[config.mk]
export PLATFORM = sky130hd
export DESIGN_NAME = fetch_unit_flat
export DESIGN_NICKNAME = d
export VERILOG_FILES = /design/src/rtl/fetch_unit_if.sv /design/src/rtl/fetch_unit.sv /design/src/flat_wrapper.sv
export SDC_FILE = /design/constraint.sdc
export NUM_CORES = 1
export LEC_CHECK = 0
export ABC_AREA = 1
export CAP_MARGIN = 20
export CORE_MARGIN = 5
export CORE_UTILIZATION = 45
export CTS_CLUSTER_DIAMETER = 40
export CTS_CLUSTER_SIZE = 24
export DETAILED_ROUTE_END_ITERATION = 8
export PLACE_DENSITY = 0.82
export SLEW_MARGIN = 20
export SYNTH_ARGS = -nofsm -noshare
export SYNTH_HDL_FRONTEND = slang
export SYNTH_SLANG_ARGS = --single-unit
[constraint.sdc]
create_clock -name clk -period 4.7 [get_ports clk]
set_input_delay 0.94 -clock clk [delete_from_list [all_inputs] [get_ports clk]]
set_output_delay 0.94 -clock clk [all_outputs]
set_load 0.02 [all_outputs]
[src/rtl/fetch_unit_if.sv]
// Signal bundle between the fetch stage and its surroundings: instruction
// memory port, decode-side hazard/redirect controls and IF/ID outputs.
interface fetch_unit_if;
  logic [31:0] imem_addr;
  logic [31:0] imem_instr;
  logic        stall;
  logic        redirect_en;
  logic [31:0] redirect_pc;
  logic [31:0] if_id_instr;
  logic [31:0] if_id_pc4;
  logic        if_id_valid;
  logic [31:0] pc;
  logic        misalign_err;
  logic        range_err;
  logic [31:0] fetch_count;

  modport master (
    output imem_addr,
    input  imem_instr,
    input  stall,
    input  redirect_en,
    input  redirect_pc,
    output if_id_instr,
    output if_id_pc4,
    output if_id_valid,
    output pc,
    output misalign_err,
    output range_err,
    output fetch_count
  );

  modport slave (
    input  imem_addr,
    output imem_instr,
    output stall,
    output redirect_en,
    output redirect_pc,
    input  if_id_instr,
    input  if_id_pc4,
    input  if_id_valid,
    input  pc,
    input  misalign_err,
    input  range_err,
    input  fetch_count
  );
endinterface

[src/rtl/fetch_unit.sv]
// Instruction-fetch stage: owns the PC, reads a combinational instruction
// memory and fills the IF/ID register with fetch, hold and flush behaviour.
module fetch_unit #(
  parameter logic [31:0] RESET_PC   = 32'h0000_0000,
  parameter int unsigned IMEM_WORDS = 4096,
  parameter logic [31:0] NOP_INSTR  = 32'h0000_0000
) (
  input logic         clk,
  input logic         reset_n,
  fetch_unit_if.master bus
);

  logic [31:0] pc_q;
  logic [31:0] instr_q;
  logic [31:0] pc4_q;
  logic        valid_q;
  logic        misalign_q;
  logic        range_q;
  logic [31:0] count_q;

  logic [31:0] pc4;
  logic [31:0] jmp_tgt;
  logic        jmp_hit;
  logic        out_of_range;

  assign pc4          = pc_q + 32'd4;
  assign jmp_hit      = (bus.imem_instr[31:26] == 6'b000010);
  assign jmp_tgt      = {pc4[31:28], bus.imem_instr[25:0], 2'b00};
  assign out_of_range = ({2'b00, pc_q[31:2]} >= IMEM_WORDS);

  // Priority: reset, then redirect (beats stall), then stall, then fetch.
  always_ff @(posedge clk) begin
    // NOTE: non-blocking assignments so every register samples the pre-edge
    // values of its neighbours, independent of statement order.
    if (!reset_n) begin
      pc_q       <= RESET_PC;
      instr_q    <= NOP_INSTR;
      pc4_q      <= 32'd0;
      valid_q    <= 1'b0;
      misalign_q <= 1'b0;
      range_q    <= 1'b0;
      count_q    <= 32'd0;
    end else begin
      if (out_of_range) range_q <= 1'b1;

      if (bus.redirect_en) begin
        pc_q    <= {bus.redirect_pc[31:2], 2'b00};
        instr_q <= NOP_INSTR;
        pc4_q   <= 32'd0;
        valid_q <= 1'b0;
        if (bus.redirect_pc[1:0] != 2'b00) misalign_q <= 1'b1;
      end else if (!bus.stall) begin
        instr_q <= bus.imem_instr;
        pc4_q   <= pc4;
        valid_q <= 1'b1;
        count_q <= count_q + 32'd1;
        pc_q    <= jmp_hit ? jmp_tgt : pc4;
      end
    end
  end

  assign bus.imem_addr    = pc_q;
  assign bus.pc           = pc_q;
  assign bus.if_id_instr  = instr_q;
  assign bus.if_id_pc4    = pc4_q;
  assign bus.if_id_valid  = valid_q;
  assign bus.misalign_err = misalign_q;
  assign bus.range_err    = range_q;
  assign bus.fetch_count  = count_q;

endmodule

[src/flat_wrapper.sv]
// flat-port wrapper written by rule: the top's interface ports become plain ports
module fetch_unit_flat 
#(
  parameter logic [31:0] RESET_PC   = 32'h0000_0000,
  parameter int unsigned IMEM_WORDS = 4096,
  parameter logic [31:0] NOP_INSTR  = 32'h0000_0000
)
  (clk, reset_n, bus_imem_addr, bus_imem_instr, bus_stall, bus_redirect_en, bus_redirect_pc, bus_if_id_instr, bus_if_id_pc4, bus_if_id_valid, bus_pc, bus_misalign_err, bus_range_err, bus_fetch_count);
  fetch_unit_if bus_i ();
  input logic clk;
  input logic reset_n;
  output wire logic [$bits(bus_i.imem_addr)-1:0] bus_imem_addr;
  input wire logic [$bits(bus_i.imem_instr)-1:0] bus_imem_instr;
  input wire logic [$bits(bus_i.stall)-1:0] bus_stall;
  input wire logic [$bits(bus_i.redirect_en)-1:0] bus_redirect_en;
  input wire logic [$bits(bus_i.redirect_pc)-1:0] bus_redirect_pc;
  output wire logic [$bits(bus_i.if_id_instr)-1:0] bus_if_id_instr;
  output wire logic [$bits(bus_i.if_id_pc4)-1:0] bus_if_id_pc4;
  output wire logic [$bits(bus_i.if_id_valid)-1:0] bus_if_id_valid;
  output wire logic [$bits(bus_i.pc)-1:0] bus_pc;
  output wire logic [$bits(bus_i.misalign_err)-1:0] bus_misalign_err;
  output wire logic [$bits(bus_i.range_err)-1:0] bus_range_err;
  output wire logic [$bits(bus_i.fetch_count)-1:0] bus_fetch_count;
  assign bus_imem_addr = bus_i.imem_addr;
  assign bus_i.imem_instr = bus_imem_instr;
  assign bus_i.stall = bus_stall;
  assign bus_i.redirect_en = bus_redirect_en;
  assign bus_i.redirect_pc = bus_redirect_pc;
  assign bus_if_id_instr = bus_i.if_id_instr;
  assign bus_if_id_pc4 = bus_i.if_id_pc4;
  assign bus_if_id_valid = bus_i.if_id_valid;
  assign bus_pc = bus_i.pc;
  assign bus_misalign_err = bus_i.misalign_err;
  assign bus_range_err = bus_i.range_err;
  assign bus_fetch_count = bus_i.fetch_count;
  fetch_unit #(.RESET_PC(RESET_PC), .IMEM_WORDS(IMEM_WORDS), .NOP_INSTR(NOP_INSTR)) u_core (.clk(clk), .reset_n(reset_n), .bus(bus_i));
endmodule
* Word-level counts from Yosys, hierarchy flattened
Index checks and enable logic that the tools add are counted. Widths: inputs -> output; s select.
Operators by class: $mul 0, reduce and logical (&&, ||, !) cells 4, shifts and indexed selects 0, mux-type cells 3, magnitude comparators 1, divide/modulo/power cells 0, equal/unequal tests 2, bitwise logic cells 3, add/sub/neg operators 2
Operator list (count):
- $mux 32 | 2
- $add 32x1->32 const B | 1
- $add 32x3->32 const B | 1
- $ge 30x13->1 const B | 1
- $mux 28 | 1
- $eq 6x2->1 const B | 1
- $reduce_and 2->1 | 2
- $not 1->1 | 3
- $ne 2x1->1 const B | 1
- $reduce_bool 2->1 | 1
- $reduce_or 2->1 | 1
Word-level totals: memory bits (read-only) 0, output and inout port bits 163, word-level logic and storage cells 23, memories 0, input bits 68, bits in latches 0, bits in writable memories 0, flip-flop bits (word level) 131

* Depth between registers and ports, before layout
Gate-level depths: netlist of the first run.
depth after elaboration 4, gate-level depth with buffers 10, gate-level depth less buffers 10

* Worst setup path before layout of the first run
No wires, ideal clock.
path kind input-to-reg, start point input port bus_redirect_en, end point register u_core.count_q[20], in the netlist u_core.bus.fetch_count[20], library setup time 0.126 ns, stages 9, data required time 4.574 ns, slack 2.744 ns, arrival time 1.831 ns, path buffers 1, path through buf_6 > nor2_4 > nand3_4 > nor2_4 > nand3_2 > nor2_4 > nand3_1 > nand2_1 > nor2_2
Between the ends: cells in the longest elaborated chain, start to end 2
Ends and longest elaborated chain:
- start: declaration | line flat_wrapper.sv:15 | input wire logic [$bits(bus_i.redirect_en)-1:0] bus_redirect_en;
- $not 1->1 (no line)
- $reduce_and 2->1 (no line)
- end signal: assignment | line fetch_unit.sv:56 | count_q <= count_q + 32'd1;
- end: declaration | line fetch_unit.sv:19 | logic [31:0] count_q;
Every way passes these cells. A chain may end at the register's enable or synchronous reset.

* Worst setup path in the final report of the first run
start point input port bus_stall, end point register u_core.count_q[20], in the netlist u_core.bus.fetch_count[20]
Between the ends: cells in the longest elaborated chain, start to end 2
Ends and longest elaborated chain:
- start: declaration | line flat_wrapper.sv:14 | input wire logic [$bits(bus_i.stall)-1:0] bus_stall;
- $not 1->1 (no line)
- $reduce_and 2->1 (no line)
Every way passes these cells.

==> reports/summary.txt, run 1 <==
PD cells = 303.0 mW/mm2
Clk sinks = 131
Synthesized area = 0.007059 mm2
Routed vias/inst = 5.198
Synthesis-stage register bit count = 131
Crit. End Element = flop
Slew margin rel. = 0.3564
Row cnt = 45
Setup ws final = 1.916 ns
Max-Cap Viols = 0
Placer Congestion = 0.9033
Worst Tran Pin Value = 0.9654 ns
GRT overflow = 0
Post-place setup slack = 1.529 ns
Sw Share = 0.2706
Status = finished, final reports clean
Sequential share of power = 0.401
Final hold viol count = 0
Final worst path period need = 2.784 ns
Worst-path clk slew = 0.06 ns
Worst hold path class = flop to flop
EDFF count, synth = 0
Placed cells = 1441
Synth Instances = 1070
Core area = 0.01531 mm2
Largest net degree at the start of global routing = 94
Critical-path maximum fanout = 21
CTS tree = built
CP required = 4.99 ns
Top FF cell, synth = dfxtp_1
Initial Util = 0.4609
FFs w/ async S/R, synth = 0
Starting DRT DRC Count = 684
P_int = 2174 uW
DR vias = 7656
Setup TNS = 0 ns
CTS HTree Levels = 4
Cell leakage power = 0.003827 uW
# DRC = 0
Clock skew = 0.009285 ns
CTS Buf Count = 17
Post-CTS Hold Buffers = 0
# diodes = 0
Avg WL per Cell = 16.62 um
Max frequency = 359.1 MHz
CP Data Arrival Time = 3.08 ns
Net switching power of the design = 806.6 uW
Total of warnings raised by yosys = 0
Clock power frac = 0.458
Clock root buffer = clkbuf_16
Setup Buffers After CTS = 0
RSZ-0062 raised after global routing = no
Layout cells sized above 1 = 0.06894
Setup CP Type = input pin to flop
Buffers on Ports = 230
Distinct cell type count after synthesis = 37
Vias in the first global route = 7510
CTS max path bufs = 2
Nets = 1320
Routed Antenna Nets = 0
Comb pwr share = 0.141
Die Y = 135.3 um
Total Routing Usage GR = 0.2638
Syn Nets = 1141
Finished Layout Cells = 1473
Fin crit share = 0.5924
Initial antenna violation count = 0
Worst vdd ir = 0.2595 mV
Area grow syn2layout = 39.35%
Wire length reported by the detailed router = 24480 um
Sequential area share after synthesis = 0.3715
Cts repair resizes = 0
First-pass GRT wire length = 38450 um
IO Pins = 231
Router iterations before antenna repair = 7
Worst-Skew Late Latency = 0.42 ns
Final slew viol count = 0
DIE AREA = 0.01829 mm2
Post-Syn Area per Cell = 6.597 um2
Horiz. Die Dim = 135.3 um
Final HPWL DP = 17750 um
Startpoint types = input pin
Final setup fails = 0
==> state kept, by name (all words and copies together), names as in the netlist <==
name,count
u_core.bus.fetch_count,32
u_core.bus.if_id_pc4,32
u_core.bus.imem_addr,32
u_core.bus.if_id_valid,1
u_core.bus.if_id_instr,32
u_core.bus.range_err,1
u_core.bus.misalign_err,1
==> critical path, stage by stage <==
cell and delay (ns):
clkdlybuf4s50_1 0.70, nor2_4 0.58, nand3_4 0.19, nor2_4 0.17, nand3_2 0.14, nor2_4 0.16, nand3_1 0.08, nand2_1 0.08
nor2_2 0.03
==> final timing paths <==
| check | from | end | slack [ns] | cells past startpoint |
|---|---|---|---|---|
| setup reg to reg | u_core.bus.imem_addr[2] | u_core.bus.if_id_pc4[10] | 2.58 | 8 |
| hold / removal | u_core.bus.misalign_err | u_core.bus.misalign_err | 0.45 | 2 |
| setup / recovery | bus_stall | u_core.bus.fetch_count[20] | 1.92 | 9 |
| hold reg to reg | u_core.bus.misalign_err | u_core.bus.misalign_err | 0.45 | 2 |
==> cells in the mapped netlist, drive strengths merged (4+ instances only) <==
master    n  area [um2]
nor2    178       783.3
a31oi     4       25.02
clkbuf   21       78.83
o211ai   24       180.2
a21oi    86       430.4
inv     112       420.4
nand3    64       362.8
o21ai    63       315.3
dfxtp   131        2623
buf      57       376.6
nand2   285        1097
nand3b    5       37.54
xor2     11       96.34
nor3      6       52.55
nand4     7       43.79
==> stage by stage <==
step / area [um2] / power, uW / hold slack (ns) / util
after floorplan: 7059 / 1434 / 0.4516 / -
after global placement: 9233 / 1629 / 0.4388 / 0.6029
after detailed placement: 9233 / 1633 / 0.4501 / 0.6029
after CTS: 9837 / 2991 / 0.4577 / 0.6423
after global routing: 9837 / 3085 / 0.4822 / 0.6423
final: 9837 / 2981 / 0.4520 / 0.6423
==> cell usage in the layout (no fill, tap or decap), drive strengths merged <==
cell | netlist | layout
nand3 | 64 | 64
clkinvlp | 0 | 1
nor4 | 3 | 3
nor2 | 178 | 178
inv | 112 | 116
clkbuf | 21 | 17
bufinv | 0 | 3
nand3b | 5 | 5
a21oi | 86 | 86
o21ai | 63 | 63
dfxtp | 131 | 131
a31oi | 4 | 4
o21bai | 1 | 1
a211oi | 1 | 1
nand2 | 285 | 285
xnor2 | 2 | 2
nand4 | 7 | 7
xor2 | 11 | 11
a22o | 2 | 2
o211ai | 24 | 24
clkdlybuf4s50 | 0 | 230
or2 | 1 | 1
clkinv | 0 | 7
a21o | 1 | 1
ha | 3 | 3
nor3 | 6 | 6
buf | 57 | 8
a41oi | 1 | 1
o21a | 1 | 1
==> area by class of cell <==
class | instances | area [um2]
clock buffer | 17 | 425.4
clock inverter | 15 | 178.9
fill | 1400 | 5478
inverter | 112 | 420.4
multi-input combinational | 749 | 3563
sequential | 131 | 2623
tap | 211 | 264.0
timing repair buffer | 238 | 2362
==> power groups by stage <==
stage | sequential [uW] | combinational [uW] | clock [uW]
2_1_floorplan | 1250 | 184 | 0
3_3_place_gp | 1220 | 410 | 0
3_5_place_dp | 1220 | 414 | 0
4_1_cts | 1200 | 419 | 1380
5_1_grt | 1200 | 451 | 1430
6_report | 1200 | 419 | 1370
==> metal layers <==
metal  GRT usage  routed length [um]  share of wire  vias up
met5           0                   0              0        -
met3     0.06241                2139          0.087       56
met4      0.1019                 810          0.033        0
met2      0.4381               11740           0.48      387
li1            -                   -              -     3743
met1      0.3320                9794           0.40     3470
==> kinds of logic after synthesis <==
logic type | Yosys count | share of synthesized area
compound gates | 184 | 0.1427
xor+xnor | 13 | 0.01613
fa+ha+maj | 3 | 0.005318
buf+inv | 190 | 0.1241
flops | 131 | 0.3715
simple gates | 549 | 0.3403
No activity file was read; power rests on OpenSTA's default activity.
==> run 2: changes to the inputs <==
- CORE_UTILIZATION: 45 -> 42
- PLACE_DENSITY: 0.82 -> 0.8
- clock period: 4.7 -> 2.33 ns (I/O delays scaled with it)
==> run 2 against run 1 <==
Total power grew 95%. First-iteration DRC count down 32%. Sequential power is 100% higher. Sequential share of layout area is 0.10 points lower. Register-to-register slack lost 2.1 ns. Cell count is 1.3% higher. Die area increased by 6.6%. Clock power increased by 86%. Global-route usage decreased by 1.5 points. Largest cell class unchanged.
==> reports/summary.txt, run 2 (same netlist as run 1, synthesis figures left out) <==
DR vias = 7660 (was 7656)
CTS HTree Levels = 4 (unchanged)
Layout cells sized above 1 = 0.07553 (was 0.06894)
RSZ-0062 raised after global routing = no (unchanged)
Most common cell after layout, fill and taps aside = nand2_1 (unchanged)
Vias in the first global route = 7430 (was 7510)
Clk sinks = 131 (unchanged)
Critical path cell sequence = clkdlybuf4s50_1 (was clkdlybuf4s50_1 > nor2_4 > nand3_4 > nor2_4 > nand3_2 > nor2_4 > nand3_1 > nand2_1 > nor2_2)
Final Power = 5825 uW (was 2981 uW)
Routed Antenna Nets = 0 (unchanged)
Clock skew = 0.01217 ns (was 0.009285 ns)
Die Y = 139.6 um (was 135.3 um)
Worst path bufs/invs = 1 (unchanged)
Core area = 0.01652 mm2 (was 0.01531 mm2)
Clock root buffer = clkbuf_16 (unchanged)
Status = finished, final reports clean (unchanged)
Post-CTS Hold Buffers = 0 (unchanged)
CP Data Arrival Time = 1.68 ns (was 3.08 ns)
CP max-delay cell = clkdlybuf4s50_1 (unchanged)
Final worst path period need = 2.143 ns
Sequential Area = 0.002623 mm2 (unchanged)
Area grow syn2layout = 39.90% (was 39.35%)
Worst-path clk slew = 0.06 ns (about the same)
Horiz. Die Dim = 139.6 um (was 135.3 um)
Total Routing Usage GR = 0.2491 (was 0.2638)
PD cells = 589.8 mW/mm2 (was 303.0 mW/mm2)
Startpoint types = flop (was input pin)
CTS max path bufs = 2 (unchanged)
Area of the multi-input gates = 0.003563 mm2 (unchanged)
Initial Util = 0.4272 (was 0.4609)
IO Pins = 231 (unchanged)
Fin crit share = 0.9197
Filler instances = 1501 (was 1400)
Final setup fails = 0 (unchanged)
Worst Tran Pin Value = 0.5878 ns (was 0.9654 ns)
Routed vias/inst = 5.134 (was 5.198)
Worst vdd ir = 0.5233 mV (was 0.2595 mV)
Final hold viol count = 0 (unchanged)
CTS Buf Count = 17 (unchanged)
Avg WL per Cell = 16.60 um (was 16.62 um)
Final slew viol count = 0 (unchanged)
DIE AREA = 0.01950 mm2 (was 0.01829 mm2)
Starting DRT DRC Count = 465 (was 684)
First-pass GRT wire length = 39080 um (was 38450 um)
Critical path's largest stage delay = 0.72 ns (was 0.70 ns)
Placer Congestion = 0.9628 (was 0.9033)
GRT overflow = 0 (unchanged)
Nets = 1329 (was 1320)
Crit path max-delay family = buffers and inverters (was simple AND/OR/NAND/NOR gates)
Setup TNS = 0 ns (unchanged)
Worst hold path class = input pin to flop (was flop to flop)
Cell leakage power = 0.003844 uW (was 0.003827 uW)
CTS tree = built (unchanged)
CP required = 1.86 ns (was 4.99 ns)
Setup Buffers After CTS = 0 (unchanged)
Buffers on Ports = 230 (unchanged)
Largest net degree at the start of global routing = 49 (was 94)
Setup CP Type = flop to output port (was input pin to flop)
Commonest non-fill, non-tap cells in the layout = nand2_1, clkdlybuf4s50_1, nor2_1 (unchanged)
# DRC = 0 (unchanged)
Max frequency = 466.6 MHz
Row cnt = 47 (was 45)
Final core occ = 0.5976 (was 0.6423)
Max-Cap Viols = 0 (unchanged)
Router iterations before antenna repair = 5 (was 7)
Final HPWL DP = 18460 um (was 17750 um)
Worst-Skew Late Latency = 0.43 ns (was 0.42 ns)
Crit. End Element = output port (was flop)
Slew margin rel. = 0.6082 (was 0.3564)
Initial antenna violation count = 2 (was 0)
Critical-path maximum fanout = 6 (was 21)
Cts repair resizes = 0 (unchanged)
Wire length reported by the detailed router = 24770 um (was 24480 um)
## run 2: power by group
group | switching, uW | internal [uW]
Combinational | 475 | 388
Clock | 1060 | 1490
Sequential | 91.2 | 2320
Total | 1630 | 4190
## run 2: through the flow
step / worst slack [ns] / instances / hold slack (ns) / instance area [um2]
final: 0.1870 / 1492 / 0.4427 / 9876
after global routing: 0.1353 / 1492 / 0.4635 / 9876
after CTS: 0.1743 / 1491 / 0.4266 / 9873
after detailed placement: 0.1404 / 1459 / 0.4473 / 9319
after global placement: 0.2041 / 1459 / 0.4377 / 9319
after floorplan: 0.6283 / 1070 / 0.4516 / 7059
## run 2: path summary, 6_finish.rpt
check / slack, ns / from / cells after the start / end
setup / recovery: 0.19 / u_core.bus.imem_addr[10] / 1 / bus_imem_addr[10]
hold reg to reg: 0.45 / u_core.bus.misalign_err / 2 / u_core.bus.misalign_err
setup reg to reg: 0.49 / u_core.bus.imem_addr[4] / 9 / u_core.bus.if_id_pc4[27]
hold / removal: 0.44 / bus_stall / 3 / u_core.bus.if_id_pc4[28]
## run 2: final cells by class
| type | instances | area share |
|---|---|---|
| sequential | 131 | 0.2656 |
| multi-input combinational | 749 | 0.3608 |
| timing repair buffer | 247 | 0.2468 |
| clock buffer | 19 | 0.04485 |
| tap | 220 | 0.02787 |
| inverter | 112 | 0.04257 |
| antenna | 1 | 0.0002534 |
| clock inverter | 13 | 0.01128 |
## run 2: routing by layer
| layer | track usage | wire length (um) |
|---|---|---|
| met4 | 0.1209 | 1174 |
| met5 | 0 | 13 |
| met3 | 0.07101 | 2104 |
| met2 | 0.4079 | 11470 |
| met1 | 0.3011 | 10010 |
